--- src/rtl/ccu_sequencer.sv ---
// ccu_sequencer: single-issue command sequencer in front of an external ALU.
// Holds a 4 x 8-bit register file. Each accepted command latches its operands,
// presents them to the ALU for two cycles, captures the ALU response, and
// commits it in a final writeback cycle. Throughput is one command every four cycles.
//
// state        | meaning
// -------------+-------------------------------------------------------------
// ST_IDLE      | ready for a command; cmd_ready high, ALU operands held at 0
// ST_ISSUE     | latched operands/opcode presented to the ALU
// ST_CAPTURE   | operands still presented; ALU result/cc/we registered at exit
// ST_WRITEBACK | commit (or reject) the captured result; done/err pulse

module ccu_sequencer (
   input  logic        clk,
   input  logic        reset_n,
   input  logic        cmd_valid,
   output logic        cmd_ready,
   input  logic [3:0]  cmd_op,
   input  logic [1:0]  cmd_ra,
   input  logic [1:0]  cmd_rb,
   input  logic [1:0]  cmd_rd,
   input  logic        cmd_use_imm,
   input  logic [7:0]  cmd_imm,
   output logic [7:0]  alu_a,
   output logic [7:0]  alu_b,
   output logic [3:0]  alu_n,
   input  logic [7:0]  alu_r,
   input  logic [3:0]  alu_cc,
   input  logic        alu_we,
   output logic        done,
   output logic        err,
   output logic [3:0]  flags,
   input  logic [1:0]  rd_sel,
   output logic [7:0]  rd_data,
   output logic [15:0] op_count
);

   typedef enum logic [1:0] {
      ST_IDLE      = 2'd0,
      ST_ISSUE     = 2'd1,
      ST_CAPTURE   = 2'd2,
      ST_WRITEBACK = 2'd3
   } state_t;

   state_t      state_q, state_d;

   logic [7:0]  regs_q [4];
   logic [7:0]  regs_d [4];
   logic [3:0]  flags_q, flags_d;
   logic [15:0] cnt_q, cnt_d;

   // Command latched at acceptance; operands are snapshots so rd==ra/rb is safe.
   logic [3:0]  op_q, op_d;
   logic [1:0]  rd_q, rd_d;
   logic [7:0]  a_q, a_d;
   logic [7:0]  b_q, b_d;

   // ALU response captured at the end of ST_CAPTURE.
   logic [7:0]  r_q, r_d;
   logic [3:0]  cc_q, cc_d;
   logic        we_q, we_d;

   logic        wb_valid;

   // Opcodes 8-15 are undefined; the ALU write enable can also veto a commit.
   assign wb_valid = (op_q[3] == 1'b0) && we_q;

   // Next-state, datapath updates and per-state outputs.
   always_comb begin
      state_d   = state_q;
      regs_d    = regs_q;
      flags_d   = flags_q;
      cnt_d     = cnt_q;
      op_d      = op_q;
      rd_d      = rd_q;
      a_d       = a_q;
      b_d       = b_q;
      r_d       = r_q;
      cc_d      = cc_q;
      we_d      = we_q;
      cmd_ready = 1'b0;
      alu_a     = 8'h00;
      alu_b     = 8'h00;
      alu_n     = 4'h0;
      done      = 1'b0;
      err       = 1'b0;

      case (state_q)
         ST_IDLE: begin
            cmd_ready = 1'b1;
            if (cmd_valid) begin
               op_d    = cmd_op;
               rd_d    = cmd_rd;
               a_d     = regs_q[cmd_ra];
               b_d     = cmd_use_imm ? cmd_imm : regs_q[cmd_rb];
               state_d = ST_ISSUE;
            end
         end
         ST_ISSUE: begin
            alu_a   = a_q;
            alu_b   = b_q;
            alu_n   = op_q;
            state_d = ST_CAPTURE;
         end
         ST_CAPTURE: begin
            alu_a   = a_q;
            alu_b   = b_q;
            alu_n   = op_q;
            r_d     = alu_r;
            cc_d    = alu_cc;
            we_d    = alu_we;
            state_d = ST_WRITEBACK;
         end
         ST_WRITEBACK: begin
            done = 1'b1;
            if (wb_valid) begin
               regs_d[rd_q] = r_q;
               flags_d      = cc_q;
               cnt_d        = cnt_q + 16'd1;
            end else begin
               err = 1'b1;
            end
            state_d = ST_IDLE;
         end
         default: begin
            state_d = ST_IDLE;
         end
      endcase
   end

   // State and datapath registers; reset aborts any in-flight command.
   always_ff @(posedge clk or negedge reset_n) begin
      if (!reset_n) begin
         state_q <= ST_IDLE;
         for (int i = 0; i < 4; i++) begin
            regs_q[i] <= 8'h00;
         end
         flags_q <= 4'h0;
         cnt_q   <= 16'h0000;
         op_q    <= 4'h0;
         rd_q    <= 2'd0;
         a_q     <= 8'h00;
         b_q     <= 8'h00;
         r_q     <= 8'h00;
         cc_q    <= 4'h0;
         we_q    <= 1'b0;
      end else begin
         state_q <= state_d;
         for (int i = 0; i < 4; i++) begin
            regs_q[i] <= regs_d[i];
         end
         flags_q <= flags_d;
         cnt_q   <= cnt_d;
         op_q    <= op_d;
         rd_q    <= rd_d;
         a_q     <= a_d;
         b_q     <= b_d;
         r_q     <= r_d;
         cc_q    <= cc_d;
         we_q    <= we_d;
      end
   end

   assign flags    = flags_q;
   assign op_count = cnt_q;
   assign rd_data  = regs_q[rd_sel];

endmodule

--- config.mk ---
export PLATFORM = sky130hd
export DESIGN_NAME = ccu_sequencer
export DESIGN_NICKNAME = d
export VERILOG_FILES = /design/src/rtl/ccu_sequencer.sv
export SDC_FILE = /design/constraint.sdc
export NUM_CORES = 1
export LEC_CHECK = 0
export CAP_MARGIN = 20
export CORE_MARGIN = 2
export CORE_UTILIZATION = 60
export CTS_CLUSTER_DIAMETER = 200
export DETAILED_ROUTE_END_ITERATION = 7
export DONT_BUFFER_PORTS = 1
export PLACE_DENSITY_LB_ADDON = 0.3
export SKIP_LAST_GASP = 1
export SLEW_MARGIN = 20
export SYNTH_ARGS = -nofsm -noshare
export SYNTH_HDL_FRONTEND = slang
export SYNTH_SLANG_ARGS = --single-unit
--- constraint.sdc ---
create_clock -name clk -period 3.5 [get_ports clk]
set_input_delay 1.05 -clock clk [delete_from_list [all_inputs] [get_ports clk]]
set_output_delay 1.05 -clock clk [all_outputs]
set_load 0.01 [all_outputs]
Word-level counts from Yosys, hierarchy flattened

Index checks and enable logic that the tools add are counted.

Output and inout port bits: 51
Logic and storage cells: 57
Register bits after elaboration: 89
Bits of input ports: 37

Bitwise logic cells: 5
Add/sub/neg operators: 1
$lt $le $gt $ge: 5
Mux-type cells: 22
Reduce and logical (&&, ||, !) cells: 6
Equal/unequal tests: 4

Operator list:

| cell                  | number |
|---|---|
| $mux 8                | 10 |
| $bmux 8 s2            | 3 |
| $bwmux 32             | 1 |
| $add 16x1->16 const B | 1 |
| $demux 8 s2           | 1 |
| $ge 3x3->1 const B    | 4 |
| $not 2->3             | 4 |
| $pmux 2 s4            | 1 |
| $eq 2x2->1 const B    | 2 |
| $mux 1                | 4 |
| $mux 4                | 1 |
| $reduce_and 2->1      | 2 |
| $lt 3x1->1 const B    | 1 |
| $eq 2x1->1 const B    | 1 |
| $logic_and 1x1->1     | 2 |
| $logic_not 2->1       | 1 |
| $mux 2                | 1 |
| $ne 2x2->1 const B    | 1 |
| $reduce_or 2->1       | 1 |
| $not 1->1             | 1 |

Depth between registers and ports, before layout

Depth in word-level cells: 6
Depth in mapped cells: 7
Depth with buffers taken out: 5

Least setup slack after synthesis

No wires, ideal clock.

Path kind: input to output
Start point: in rd_sel[0]
End point: out rd_data[0]
Path buffers: 1
Data arrival time: 1.838 ns
Setup slack: 0.612 ns
Cell stages on the path: 2
Required time: 2.450 ns
Path through: buf_2 -> mux4_2

Cells in the longest elaborated chain, start to end: 4

RTL lines:

| what                                       | RTL line | source |
|---|---|---|
| from (decl)                                | 33       | `input logic [1:0] rd_sel,` |
| $not 2->3 (not written as such)            | 166      | `assign rd_data = regs_q[rd_sel];` |
| $bmux 8 s2                                 | 166      |  |
| $mux 8 (not written as such) (2 in series) | 166      |  |
| to (decl)                                  | 34       | `output logic [7:0] rd_data,` |

Every way passes these cells. The select of a mux whose other input is x is not followed.

Worst setup path in the final report

Start point: reg state_q[0]
End point: out alu_a[7]

Cells in the longest elaborated chain, start to end: 3
Elaborated cells between the ends (all ways): 4
Those cells by class: eq/ne: 2; mux: 1; reduce/logical: 1

RTL lines:

| what                                     | RTL line | source |
|---|---|---|
| from (decl)                              | 45       | `state_t state_q, state_d;` |
| from (signal assigned)                   | 148      | `state_q <= state_d;` |
| $eq 2x2->1 or $eq 2x1->1 (tied branches) | 88       | `case (state_q)` |
| $reduce_or 2->1 (no line) (*)            | n/a      |  |
| $mux 8 (*)                               | 88       |  |
| to (decl)                                | 24       | `output logic [7:0] alu_a,` |

Every way passes the cells marked *; elsewhere a longest branch is shown, timed or not.

==> summary.md <==
| Metric | Value |
|---|---|
| Leakage power total | `0.00201 µW` |
| Max Cap Violations | `0` |
| Buffers plus inverters on the worst setup path | `1` |
| Crit path time final | `2850 ps` |
| Rel. slew slack | `46.6%` |
| DR vias | `2,447` |
| Die Ht | `88.5 µm` |
| Worst Tran Pin Value | `801 ps` |
| GRT overflow | `0` |
| Core area | `6870 µm²` |
| Logic pwr share | `33.7%` |
| FF+latch count, synth | `89` |
| Die outline width | `88.5 µm` |
| # rows | `30` |
| Async S/R FF share, synth | `100%` |
| # setup viols final | `0` |
| H-tree depth | `3` |
| Worst path slowest cell | `ha_1` |
| Worst path cell trace | `inv_1 -> ha_1 -> and2_1` |
| Clock-pin slew on the worst setup and hold paths | `90 ps` |
| Post-Syn Nets | `347` |
| Layout area overhead | `5.32%` |
| Power share of the clock group | `17.5%` |
| Largest net degree at the start of global routing | `90` |
| Overall Global Routing Usage | `23.7%` |
| CTS tree | `done` |
| Max Root-Sink Buffers | `2` |
| Clock skew | `8.84 ps` |
| Top delay family on crit path | `adder cells` |
| RSZ-0062 raised after global routing | `no` |
| Port bufs | `0` |
| Initial core utilization | `62.3%` |
| Diodes inserted | `0` |
| Most used DFF post-synth | `dfrtp_1` |
| Sw power | `1310 µW` |
| Hold Vio Cnt, Final | `0` |
| Number of flops mapped to enable cells by yosys | `0` |
| Non-Filler Cell Area, Final | `4510 µm²` |
| Yosys warnings | `0` |
| Post-synthesis sequential area ratio | `52.0%` |
| Synth top cells by count | `dfrtp_1, mux2_2, mux4_2, nand2_1, and2_1` |
| Kind of critical path | `flip-flop to output pin` |
| Element type at the critical path end | `output pin` |
| Count leader, synth | `dfrtp_1` |
| Top cells by area, synth | `dfrtp_1, mux2_2, mux4_2, and2_1, xnor2_1` |
| Crit share post-route | `81.3%` |
| Post-DRT Antenna Nets | `0` |
| Crit Path Max Fanout | `21` |
| Status | `finished, final reports clean` |
| Post-DP HPWL | `5920 µm` |
| Pwr dens | `817 nW/µm²` |
| Final RePlAce weighted congestion | `0.755` |
| Placed inst area | `4330 µm²` |
| DRC | `0` |
| WHS | `374 ps` |
| Flop pwr share | `48.8%` |
| Die footprint | `7830 µm²` |
| Via/cell ratio | `6.09` |
| Post-CTS Setup Bufs | `0` |
| Distinct cells, synth | `31` |
| Vias in the first global route | `2,601` |
| Cells after Synth | `306` |
| Routed wire per std cell | `21.3 µm` |
| VDD IR max | `361 µV` |
| First-pass GRT wire length | `13,400 µm` |
| Clk sinks | `89` |
| Detailed Route WL | `8580 µm` |
| Fin nets | `342` |
| Peak Freq | `351 MHz` |
| First DRT Iteration DRCs | `158` |
| Cell taking the most area after synthesis | `dfrtp_1` |
| Syn_area_per_cell | `14.0 µm²` |
| Num CTS Buffers | `9` |
| Startpoint type of the worst setup path | `flip-flop` |
| Critical path arrival | `1800 ps` |
| Switching part of the total | `35.6%` |
| Top-area cell type share of the netlist area | `52.0%` |
| Mapped Area | `4280 µm²` |
| Post-route setup TNS | `0 ps` |
| Layout cells sized above 1 | `34.0%` |
| HP Class | `primary input to asynchronous set/reset pin` |
| Post-CTS sizing | `0` |
| Worst path max stage delay | `670 ps` |
| Cts hold-fix bufs | `0` |
| Clk Latency, worst-skew pair | `360 ps` |
| Root Driver | `clkbuf_8` |
| Initial antenna violation count | `0` |
| Int Pwr | `2370 µW` |
| Num ports | `88` |
| CP required | `2450 ps` |
| Slew Limit Fails | `0` |
| DRT Pass-1 Iters | `4` |
[final timing paths]
kind	startpoint	to	slack, ps	depth (start not counted)
worst min-delay path	reset_n	op_count[0]	370	0
worst max-delay path	state_q[0]	alu_a[7]	650	3
worst max register to register	state_q[0]	regs_q[17]	1450	4
max in group asynchronous	reset_n	a_q[2]	2990	0
worst min register to register	cc_q[1]	flags[1]	460	2
min in group clk	cc_q[1]	flags[1]	460	2
[worst reg2reg max path: stages, from the launching register on]
cell,delay (ps)
dfrtp_1,390
ha_1,350
nand3b_4,250
nor3b_4,550
mux2_2,410
[registers in the layout, summed over array words and instances, names as in the netlist, 4 cells and up]
name / cells
cc_q: 4
regs_q: 32
a_q: 8
op_count: 16
b_q: 8
op_q: 4
flags: 4
r_q: 8
[kinds of logic (layout without fill, tap and decap cells)]
group / after synthesis / in the layout / share of synthesized area, %
xor+xnor: 15 / 15 / 3.07
compound gates: 12 / 12 / 1.55
fa+ha+maj: 4 / 4 / 1.17
flops: 89 / 89 / 52.0
buf+inv: 20 / 20 / 2.13
simple gates: 76 / 76 / 10.3
mux: 90 / 90 / 29.7
[final cells by class]
class	count	area [µm²]
clock inverters	6	42.5
well taps	96	120
clock buffers	10	138
repair buffers	1	7.51
flip-flops and latches	89	2230
multi-input cells	197	1960
inverters	3	11.3
fillers	503	2360
[cell usage in the layout (no fill, tap or decap)]
cell type,netlist,layout
nand3_1,4,4
nor2_1,10,10
xor2_1,3,3
mux2_2,58,58
mux2i_1,8,8
nor3b_4,1,1
and4_1,1,1
nand2_1,24,24
dfrtp_1,89,89
clkbuf_8,0,10
nor4_4,1,1
o21ai_0,2,2
clkinvlp_4,0,2
and3_1,4,4
mux4_2,24,24
nor3_4,1,1
nand3b_4,1,1
ha_1,4,4
xnor2_1,12,12
nand4_1,3,3
clkinv_4,0,1
inv_6,0,1
and2_1,21,21
nand2b_1,1,1
o22a_1,1,1
nand3_2,1,1
nand4b_1,1,1
clkinv_2,0,2
inv_1,3,3
a21boi_0,1,1
a21oi_1,8,8
buf_4,0,1
nor3_1,2,2
[power groups by stage]
stage / registers [µW] / logic, µW / clock network [µW]
final: 1800 / 1240 / 645
after global routing: 1860 / 1360 / 705
after CTS: 1800 / 1260 / 663
after detailed placement: 1820 / 1260 / 0
after global placement: 1790 / 1220 / 0
after floorplan: 1680 / 1110 / 0
[per-layer routing]
metal,wire (µm),up-vias,global-route usage (%)
met5,0,-,0
met3,573,18,6.34
li1,-,1092,-
met2,4110,86,37.3
met4,240,0,11.4
met1,3660,1251,30.9
[stage by stage]
stage / power [µW] / utilization (%) / std cells / setup WS [ps]
2_1_floorplan: 2790 / - / 306 / 612
3_3_place_gp: 3010 / 63.0 / 386 / 865
3_5_place_dp: 3080 / 63.0 / 386 / 865
4_1_cts: 3720 / 65.7 / 402 / 621
5_1_grt: 3920 / 65.7 / 402 / 525
6_report: 3680 / 65.7 / 402 / 654
No activity file was read; power rests on OpenSTA's default activity.
